`config.mk`:
```
export PLATFORM = sky130hd
export DESIGN_NAME = control_sequencer
export DESIGN_NICKNAME = d
export VERILOG_FILES = /design/src/rtl/control_sequencer_pkg.sv /design/src/rtl/control_sequencer_chk.sv /design/src/rtl/control_sequencer_tstate_counter.sv /design/src/rtl/control_sequencer.sv
export SDC_FILE = /design/constraint.sdc
export NUM_CORES = 1
export LEC_CHECK = 0
export CORE_MARGIN = 2
export CORE_UTILIZATION = 38
export CTS_CLUSTER_DIAMETER = 40
export CTS_CLUSTER_SIZE = 12
export DETAILED_ROUTE_END_ITERATION = 10
export PLACE_DENSITY = 0.9
export SYNTH_ARGS = -nofsm -noshare
export SYNTH_HDL_FRONTEND = slang
export SYNTH_SLANG_ARGS = --single-unit
```
`constraint.sdc`:
```
create_clock -name clk -period 3.7 [get_ports clk]
set_clock_uncertainty 0.1 [all_clocks]
set_input_delay 0.74 -clock clk [delete_from_list [all_inputs] [get_ports clk]]
set_output_delay 0.74 -clock clk [all_outputs]
set_load 0.01 [all_outputs]
```
`src/rtl/control_sequencer_pkg.sv`:
```
// -----------------------------------------------------------------------------
// control_sequencer_pkg
// Shared definitions for the SAP2 control sequencer:
//   - opcode values (OP_NOP .. OP_HLT)
//   - ALU operation width and ALU_* operation codes
//   - ctrl_word_t, the bundle of control lines issued in one T-state
//   - idle_word(): the "nothing active" control word (alu_op parked on ADD)
//   - last_step(): final execute T-state of each opcode, used when the
//     early-end build option (SEQ_EARLY_END_EN) is enabled
// -----------------------------------------------------------------------------
package control_sequencer_pkg;

    localparam int TSTATE_W     = 3;
    localparam int ALU_OP_WIDTH = 4;

    // Opcodes (upper nibble of the instruction)
    localparam logic [3:0] OP_NOP = 4'h0;
    localparam logic [3:0] OP_LDA = 4'h1;
    localparam logic [3:0] OP_ADD = 4'h2;
    localparam logic [3:0] OP_SUB = 4'h3;
    localparam logic [3:0] OP_STA = 4'h4;
    localparam logic [3:0] OP_LDI = 4'h5;
    localparam logic [3:0] OP_JMP = 4'h6;
    localparam logic [3:0] OP_JZ  = 4'h7;
    localparam logic [3:0] OP_JC  = 4'h8;
    localparam logic [3:0] OP_JO  = 4'h9;
    localparam logic [3:0] OP_ALU = 4'hA;
    localparam logic [3:0] OP_OUT = 4'hE;
    localparam logic [3:0] OP_HLT = 4'hF;

    // ALU operation codes
    localparam logic [ALU_OP_WIDTH-1:0] ALU_ADD = 4'd0;
    localparam logic [ALU_OP_WIDTH-1:0] ALU_SUB = 4'd1;
    localparam logic [ALU_OP_WIDTH-1:0] ALU_AND = 4'd2;
    localparam logic [ALU_OP_WIDTH-1:0] ALU_OR  = 4'd3;
    localparam logic [ALU_OP_WIDTH-1:0] ALU_XOR = 4'd4;
    localparam logic [ALU_OP_WIDTH-1:0] ALU_NOT = 4'd5;
    localparam logic [ALU_OP_WIDTH-1:0] ALU_ROL = 4'd6;
    localparam logic [ALU_OP_WIDTH-1:0] ALU_ROR = 4'd7;

    typedef struct packed {
        logic                    pc_out;
        logic                    pc_inc;
        logic                    pc_load;
        logic                    mar_load;
        logic                    ram_out;
        logic                    ram_load;
        logic                    ir_load;
        logic                    ir_out;
        logic                    a_load;
        logic                    a_out;
        logic                    t_load;
        logic                    alu_out;
        logic                    latch_flags;
        logic                    out_load;
        logic [ALU_OP_WIDTH-1:0] alu_op;
    } ctrl_word_t;

    function automatic ctrl_word_t idle_word();
        ctrl_word_t w;
        w        = '0;
        w.alu_op = ALU_ADD;
        return w;
    endfunction

    // Final T-state of each instruction when execution ends early.
    function automatic logic [TSTATE_W-1:0] last_step(input logic [3:0] op);
        logic [TSTATE_W-1:0] s;
        case (op)
            OP_ADD, OP_SUB: s = 3'd4;
            OP_LDA, OP_STA: s = 3'd3;
            default:        s = 3'd2;
        endcase
        return s;
    endfunction

endpackage

```
`src/rtl/control_sequencer_chk.sv`:
```
// -----------------------------------------------------------------------------
// control_sequencer_chk
// Property checker for control_sequencer (no logic, assertions only).
//   clk, rst_n                       : clock / reset of the checked block
//   pc_out, ram_out, ir_out, a_out,
//   alu_out                          : bus drivers (at most one may be active)
//   halted                           : sticky halt; no bus driver while halted
// -----------------------------------------------------------------------------
module control_sequencer_chk (
    input logic clk,
    input logic rst_n,
    input logic pc_out,
    input logic ram_out,
    input logic ir_out,
    input logic a_out,
    input logic alu_out,
    input logic halted
);

    logic [4:0] bus_drv_s;
    assign bus_drv_s = {pc_out, ram_out, ir_out, a_out, alu_out};

    a_bus_exclusive: assert property (@(posedge clk) disable iff (!rst_n)
        $onehot0(bus_drv_s));

    a_halt_quiet: assert property (@(posedge clk) disable iff (!rst_n)
        halted |-> (bus_drv_s == 5'd0));

endmodule

```
`src/rtl/control_sequencer_tstate_counter.sv`:
```
// -----------------------------------------------------------------------------
// tstate_counter
// T-state counter for the sequencer. Counts 0..NUM_TSTATES-1 and wraps.
//   clk, rst_n  : clock, asynchronous active-low reset (count -> 0)
//   clk_en      : count changes only on enabled edges
//   hold        : freeze the count (takes precedence over clear/advance)
//   clear       : return to T0 on the next enabled edge (early end)
//   o_tstate    : current T-state
// -----------------------------------------------------------------------------
module tstate_counter
    import control_sequencer_pkg::*;
#(
    parameter int NUM_TSTATES = 6
) (
    input  logic                clk,
    input  logic                rst_n,
    input  logic                clk_en,
    input  logic                hold,
    input  logic                clear,
    output logic [TSTATE_W-1:0] o_tstate
);

    localparam logic [TSTATE_W-1:0] LAST_T = TSTATE_W'(NUM_TSTATES - 1);

    logic [TSTATE_W-1:0] tstate_q;
    logic [TSTATE_W-1:0] tstate_d;

    // Next-count selection: hold, clear/wrap, or advance.
    always_comb begin
        tstate_d = tstate_q;
        if (!clk_en || hold) begin
            tstate_d = tstate_q;
        end else if (clear || (tstate_q == LAST_T)) begin
            tstate_d = 3'd0;
        end else begin
            tstate_d = tstate_q + 3'd1;
        end
    end

    // Count register.
    always_ff @(posedge clk or negedge rst_n) begin
        if (!rst_n) begin
            tstate_q <= 3'd0;
        end else begin
            tstate_q <= tstate_d;
        end
    end

    assign o_tstate = tstate_q;

endmodule

```
`src/rtl/control_sequencer.sv`:
```
// -----------------------------------------------------------------------------
// control_sequencer
// SAP2 fetch/decode/execute sequencer. Holds the T-state counter and the halt
// flag; every control output is decoded combinationally from the current
// T-state, halt state, i_instr and the ALU's latched flags.
// Build option: SEQ_EARLY_END_EN -- when defined, each instruction returns to
// T0 right after its last execute step instead of running all NUM_TSTATES.
// Ports:
//   clk, rst_n, clk_en              : clock, async active-low reset, advance enable
//   i_instr                         : IR contents (opcode = top nibble)
//   i_zero, i_carry, i_odd          : ALU latched flags for JZ / JC / JO
//   o_pc_out/o_pc_inc/o_pc_load     : program counter controls
//   o_mar_load/o_ram_out/o_ram_load : memory controls
//   o_ir_load/o_ir_out              : IR load / operand onto bus
//   o_a_load/o_a_out/o_t_load       : register controls
//   o_alu_out/o_alu_op/o_latch_flags: ALU controls
//   o_out_load                      : output register load
//   o_halted                        : sticky halt
//   o_tstate                        : current T-state (debug)
// -----------------------------------------------------------------------------
module control_sequencer
    import control_sequencer_pkg::*;
#(
    parameter int WIDTH       = 8,
    parameter int NUM_TSTATES = 6
) (
    input  logic                    clk,
    input  logic                    rst_n,
    input  logic                    clk_en,
    input  logic [WIDTH-1:0]        i_instr,
    input  logic                    i_zero,
    input  logic                    i_carry,
    input  logic                    i_odd,
    output logic                    o_pc_out,
    output logic                    o_pc_inc,
    output logic                    o_pc_load,
    output logic                    o_mar_load,
    output logic                    o_ram_out,
    output logic                    o_ram_load,
    output logic                    o_ir_load,
    output logic                    o_ir_out,
    output logic                    o_a_load,
    output logic                    o_a_out,
    output logic                    o_t_load,
    output logic                    o_alu_out,
    output logic [ALU_OP_WIDTH-1:0] o_alu_op,
    output logic                    o_latch_flags,
    output logic                    o_out_load,
    output logic                    o_halted,
    output logic [2:0]              o_tstate
);

    logic [3:0]          opcode_s;
    logic [TSTATE_W-1:0] tstate_s;
    logic                halt_now_s;
    logic                clear_s;
    logic                halted_q;
    logic                halted_d;
    ctrl_word_t          ctrl_s;

    assign opcode_s = i_instr[WIDTH-1 -: 4];

    // HLT in T2 sets the halt flag; the counter is frozen from that edge on.
    assign halt_now_s = !halted_q && (opcode_s == OP_HLT) && (tstate_s == 3'd2);

`ifdef SEQ_EARLY_END_EN
    assign clear_s = (tstate_s == last_step(opcode_s));
`else
    assign clear_s = 1'b0;
`endif

    tstate_counter #(
        .NUM_TSTATES (NUM_TSTATES)
    ) u_tstate_counter (
        .clk      (clk),
        .rst_n    (rst_n),
        .clk_en   (clk_en),
        .hold     (halted_q || halt_now_s),
        .clear    (clear_s),
        .o_tstate (tstate_s)
    );

    // Halt next-state: sticky once set, only reset clears it.
    always_comb begin
        halted_d = halted_q;
        if (halted_q) begin
            halted_d = 1'b1;
        end else if (clk_en && halt_now_s) begin
            halted_d = 1'b1;
        end else begin
            halted_d = 1'b0;
        end
    end

    // Halt register.
    always_ff @(posedge clk or negedge rst_n) begin
        if (!rst_n) begin
            halted_q <= 1'b0;
        end else begin
            halted_q <= halted_d;
        end
    end

    // Control decode: shared fetch in T0/T1, then execute by {opcode, tstate}.
    always_comb begin
        ctrl_s = idle_word();
        if (halted_q) begin
            ctrl_s = idle_word();
        end else if (tstate_s == 3'd0) begin
            ctrl_s.pc_out   = 1'b1;
            ctrl_s.mar_load = 1'b1;
        end else if (tstate_s == 3'd1) begin
            ctrl_s.ram_out = 1'b1;
            ctrl_s.ir_load = 1'b1;
            ctrl_s.pc_inc  = 1'b1;
        end else begin
            case ({opcode_s, tstate_s})
                {OP_LDA, 3'd2}, {OP_ADD, 3'd2}, {OP_SUB, 3'd2}, {OP_STA, 3'd2}: begin
                    ctrl_s.ir_out   = 1'b1;
                    ctrl_s.mar_load = 1'b1;
                end
                {OP_LDA, 3'd3}: begin
                    ctrl_s.ram_out = 1'b1;
                    ctrl_s.a_load  = 1'b1;
                end
                {OP_ADD, 3'd3}, {OP_SUB, 3'd3}: begin
                    ctrl_s.ram_out = 1'b1;
                    ctrl_s.t_load  = 1'b1;
                end
                {OP_ADD, 3'd4}: begin
                    ctrl_s.alu_out     = 1'b1;
                    ctrl_s.a_load      = 1'b1;
                    ctrl_s.latch_flags = 1'b1;
                    ctrl_s.alu_op      = ALU_ADD;
                end
                {OP_SUB, 3'd4}: begin
                    ctrl_s.alu_out     = 1'b1;
                    ctrl_s.a_load      = 1'b1;
                    ctrl_s.latch_flags = 1'b1;
                    ctrl_s.alu_op      = ALU_SUB;
                end
                {OP_STA, 3'd3}: begin
                    ctrl_s.a_out    = 1'b1;
                    ctrl_s.ram_load = 1'b1;
                end
                {OP_LDI, 3'd2}: begin
                    ctrl_s.ir_out = 1'b1;
                    ctrl_s.a_load = 1'b1;
                end
                {OP_JMP, 3'd2}: begin
                    ctrl_s.ir_out  = 1'b1;
                    ctrl_s.pc_load = 1'b1;
                end
                {OP_JZ, 3'd2}: begin
                    ctrl_s.ir_out  = 1'b1;
                    ctrl_s.pc_load = i_zero;
                end
                {OP_JC, 3'd2}: begin
                    ctrl_s.ir_out  = 1'b1;
                    ctrl_s.pc_load = i_carry;
                end
                {OP_JO, 3'd2}: begin
                    ctrl_s.ir_out  = 1'b1;
                    ctrl_s.pc_load = i_odd;
                end
                {OP_ALU, 3'd2}: begin
                    ctrl_s.alu_out     = 1'b1;
                    ctrl_s.a_load      = 1'b1;
                    ctrl_s.latch_flags = 1'b1;
                    ctrl_s.alu_op      = i_instr[ALU_OP_WIDTH-1:0];
                end
                {OP_OUT, 3'd2}: begin
                    ctrl_s.a_out    = 1'b1;
                    ctrl_s.out_load = 1'b1;
                end
                default: begin
                    ctrl_s = idle_word();
                end
            endcase
        end
    end

    assign o_pc_out      = ctrl_s.pc_out;
    assign o_pc_inc      = ctrl_s.pc_inc;
    assign o_pc_load     = ctrl_s.pc_load;
    assign o_mar_load    = ctrl_s.mar_load;
    assign o_ram_out     = ctrl_s.ram_out;
    assign o_ram_load    = ctrl_s.ram_load;
    assign o_ir_load     = ctrl_s.ir_load;
    assign o_ir_out      = ctrl_s.ir_out;
    assign o_a_load      = ctrl_s.a_load;
    assign o_a_out       = ctrl_s.a_out;
    assign o_t_load      = ctrl_s.t_load;
    assign o_alu_out     = ctrl_s.alu_out;
    assign o_alu_op      = ctrl_s.alu_op;
    assign o_latch_flags = ctrl_s.latch_flags;
    assign o_out_load    = ctrl_s.out_load;
    assign o_halted      = halted_q;
    assign o_tstate      = tstate_s;

    control_sequencer_chk u_chk (
        .clk     (clk),
        .rst_n   (rst_n),
        .pc_out  (ctrl_s.pc_out),
        .ram_out (ctrl_s.ram_out),
        .ir_out  (ctrl_s.ir_out),
        .a_out   (ctrl_s.a_out),
        .alu_out (ctrl_s.alu_out),
        .halted  (halted_q)
    );

endmodule

```
==> flow_summary.yaml <==
outcome:
  outcome: "completed"
timing:
  fin_crit_sh_pct: 89.9
  rsz0062_at_grt: "no"
  setup_viol: 0
  setup_tns_ns: 0
  period_needed_ns: 3.33
  drv_slew: 0
  timing.final.ws_setup_ns: 0.373
  worst_pin_slew_ns: 0.441
  hold_viol: 0
  relSlewSlack_pct: 70.6
  clock.fmax_mhz: 301
synthesis:
  ys_seq_area_share_pct: 17.9
  yosysMostFrequentCell: "nor2_1"
  yosys.area.top_type: "dfrtp_1"
  syn_area_per_cell_um2: 7.57
  yosys_warnings: 0
  async_flop_share_pct: 100
  synth_cells: 74
  syn-num-nets: 88
  syn-cell-area_um2: 561
  synthTopCellsByCount: "11 x nor2_1, 6 x buf_2, 4 x dfrtp_1, 4 x nor3_1, 4 x nor4_1"
  synthFlopType: "dfrtp_1"
  yosysUniqueCellTypes: 35
  synth_top_area_share_pct: 17.9
  ys_ff_latch: 4
  synth_edf_count: 0
  ys_top_cells_by_area: "dfrtp_1 18%, nor2_1 7.4%, buf_2 5.4%, mux2_4 5.4%, nor4_1 4.5%"
routing:
  vias_per_cell: 5.69
  ant_nets: 0
  route.vias.total: 688
  drcViolationCount: 0
  drt_first_iter_violations: 11
  wl_per_cell_um: 13.3
  postRouteWirelength_mm: 1.61
  drt_first_pass_iters: 6
power:
  intPower_mw: 0.101
  comb_power_share_pct: 24.9
  netSwitchingFraction_pct: 25.6
  p_switching_mw: 0.0348
  power.density_nw_per_um2: 149
  p_leak_nw: 0.351
  clockPowerShare_pct: 40.7
  seqPwrFrac_pct: 34.4
  ir_worst_vdd_v: 0.000103
cts:
  cts_buffers: 3
  path_clk_slew_ns: 0.04
  clock_path_buffers: 2
  cts_tree: "done"
  htreeDepth: 1
  cts_sinks: 4
  clk_latency_ns: 0.24
  post_cts_resized: 0
  ctsHoldBuffers: 0
  post-cts-setup-buffers: 0
  ctsRootBufferMaster: "clkbuf_4"
critical_path:
  r2r_cells: 3
  end_kind: "output port"
  cp-start-kind: "input pin"
  ff2ff_setup_slack_ns: 2.22
  cp_data_arrival_time_ns: 2.49
  r2r-start: "o_halted$_DFF_PN0_"
  r2r_end: "u_tstate_counter.o_tstate[1]$_DFFE_PN0N_"
  cpMostUsedCell: "clkdlybuf4s50_1"
  cp_slowest_cell: "clkdlybuf4s50_1"
  crit_type: "input pin to output port"
  crit_fanout: 11
  required_ns: 2.86
  crit_chain: "clkdlybuf4s50_1 > buf_4 > nor4_1 > nand4_1 > o21ai_1 > clkdlybuf4s50_1"
  cpPeakStageDelay_ns: 0.54
place:
  dp_hpwl_mm: 1.19
  dp_slack_ns: 0.391
  gp_congestion: 0.826
  portBuffers: 35
cells_and_area:
  drive_above_1_share_pct: 12.3
  nets: 122
  fillers: 105
  num_antenna_cells: 0
  area_growth_pct: 63.2
floorplan:
  core_area_um2: 1330
  die_y_um: 42.4
  die_area_um2: 1800
  ioPinCount: 36
  rows: 13
  start_util_pct: 42.0
  die_x_um: 42.4
global_routing:
  antenna_found_initial: 0
  grt_first_pass_wirelength_mm: 2.75
  grt_max_degree: 16
  grt_pass1_vias: 669
  grt_use_total_pct: 19.9
  grt-ovfl-total: 0
run:
  maxCapViolCount: 0
worst_hold_path:
  hold_class: "input pin to async pin"
## worst max path at each step
stage	startpoint	to	slack, ns	cells after the start
2_1_floorplan	i_instr[6]	o_latch_flags	1.18	5
3_3_place_gp	i_instr[6]	o_mar_load	0.44	4
3_5_place_dp	i_instr[7]	o_latch_flags	0.39	6
4_1_cts	i_instr[7]	o_latch_flags	0.38	6
5_1_grt	i_instr[7]	o_latch_flags	0.23	6
6_report	i_instr[7]	o_a_load	0.37	6
## worst max-delay path: cells and delay by family
kind / cells / cell delay [ns]
and+or+nand+nor: 2 / 0.46
buffers and inverters: 3 / 1.18
AOI/OAI and AO/OA: 1 / 0.10
## registers in the layout, summed over array words and instances, names as in the netlist
signal                     count
u_tstate_counter.o_tstate      3
o_halted                       1
## per-stage QoR
step | utilization, % | hold WS [ns] | power, mW | instance area [um2] | instances
finish | 68.6 | 0.594 | 0.136 | 915 | 121
global route | 68.6 | 0.603 | 0.142 | 915 | 121
CTS | 68.6 | 0.592 | 0.136 | 915 | 121
detailed placement | 66.9 | 0.588 | 0.0806 | 892 | 118
global placement | 66.9 | 0.576 | 0.0795 | 892 | 118
floorplan | - | 0.344 | 0.0612 | 561 | 74
## layout make-up
cell class | count | area [um2] | share of cell area [%]
Tap cell | 15 | 18.8 | 2.05
Clock buffer | 3 | 22.5 | 2.46
Inverter | 2 | 7.51 | 0.821
Sequential cell | 4 | 100 | 10.9
Timing Repair Buffer | 39 | 380 | 41.6
Multi-Input combinational cell | 58 | 385 | 42.1
## logic make-up after synthesis
family,count (synthesis),synth area share [%]
AND/OR/NAND/NOR,43,48.2
AO/OA/AOI/OAI,11,11.6
buffers and inverters,12,13.4
XOR/XNOR,1,1.56
flip-flops,4,17.9
multiplexers,3,7.37
## power by group through the flow
stage	logic, mW	clock network, mW	registers [mW]
5_1_grt	0.0365	0.0585	0.0471
4_1_cts	0.0336	0.0553	0.0468
3_3_place_gp	0.0323	0	0.0472
6_report	0.0338	0.0554	0.0467
3_5_place_dp	0.0332	0	0.0474
2_1_floorplan	0.0151	0	0.0460
## cell usage in the layout (no fill, tap or decap), drive strengths merged, types with 4 or more instances in the layout
cell type and count:
buf 4, nor2 11, nor4 4, o21ai 5, clkdlybuf4s50 35, dfrtp 4, nor3 4
## layer usage
layer | part of all wire (%) | global-route usage (%) | up-vias
met5 | 0 | 0 | -
met4 | 2.4 | 15.6 | 0
met3 | 8.7 | 6.03 | 4
met2 | 48 | 32.0 | 38
met1 | 41 | 21.4 | 313
li1 | - | - | 333
(Power assumes the default switching activity.)
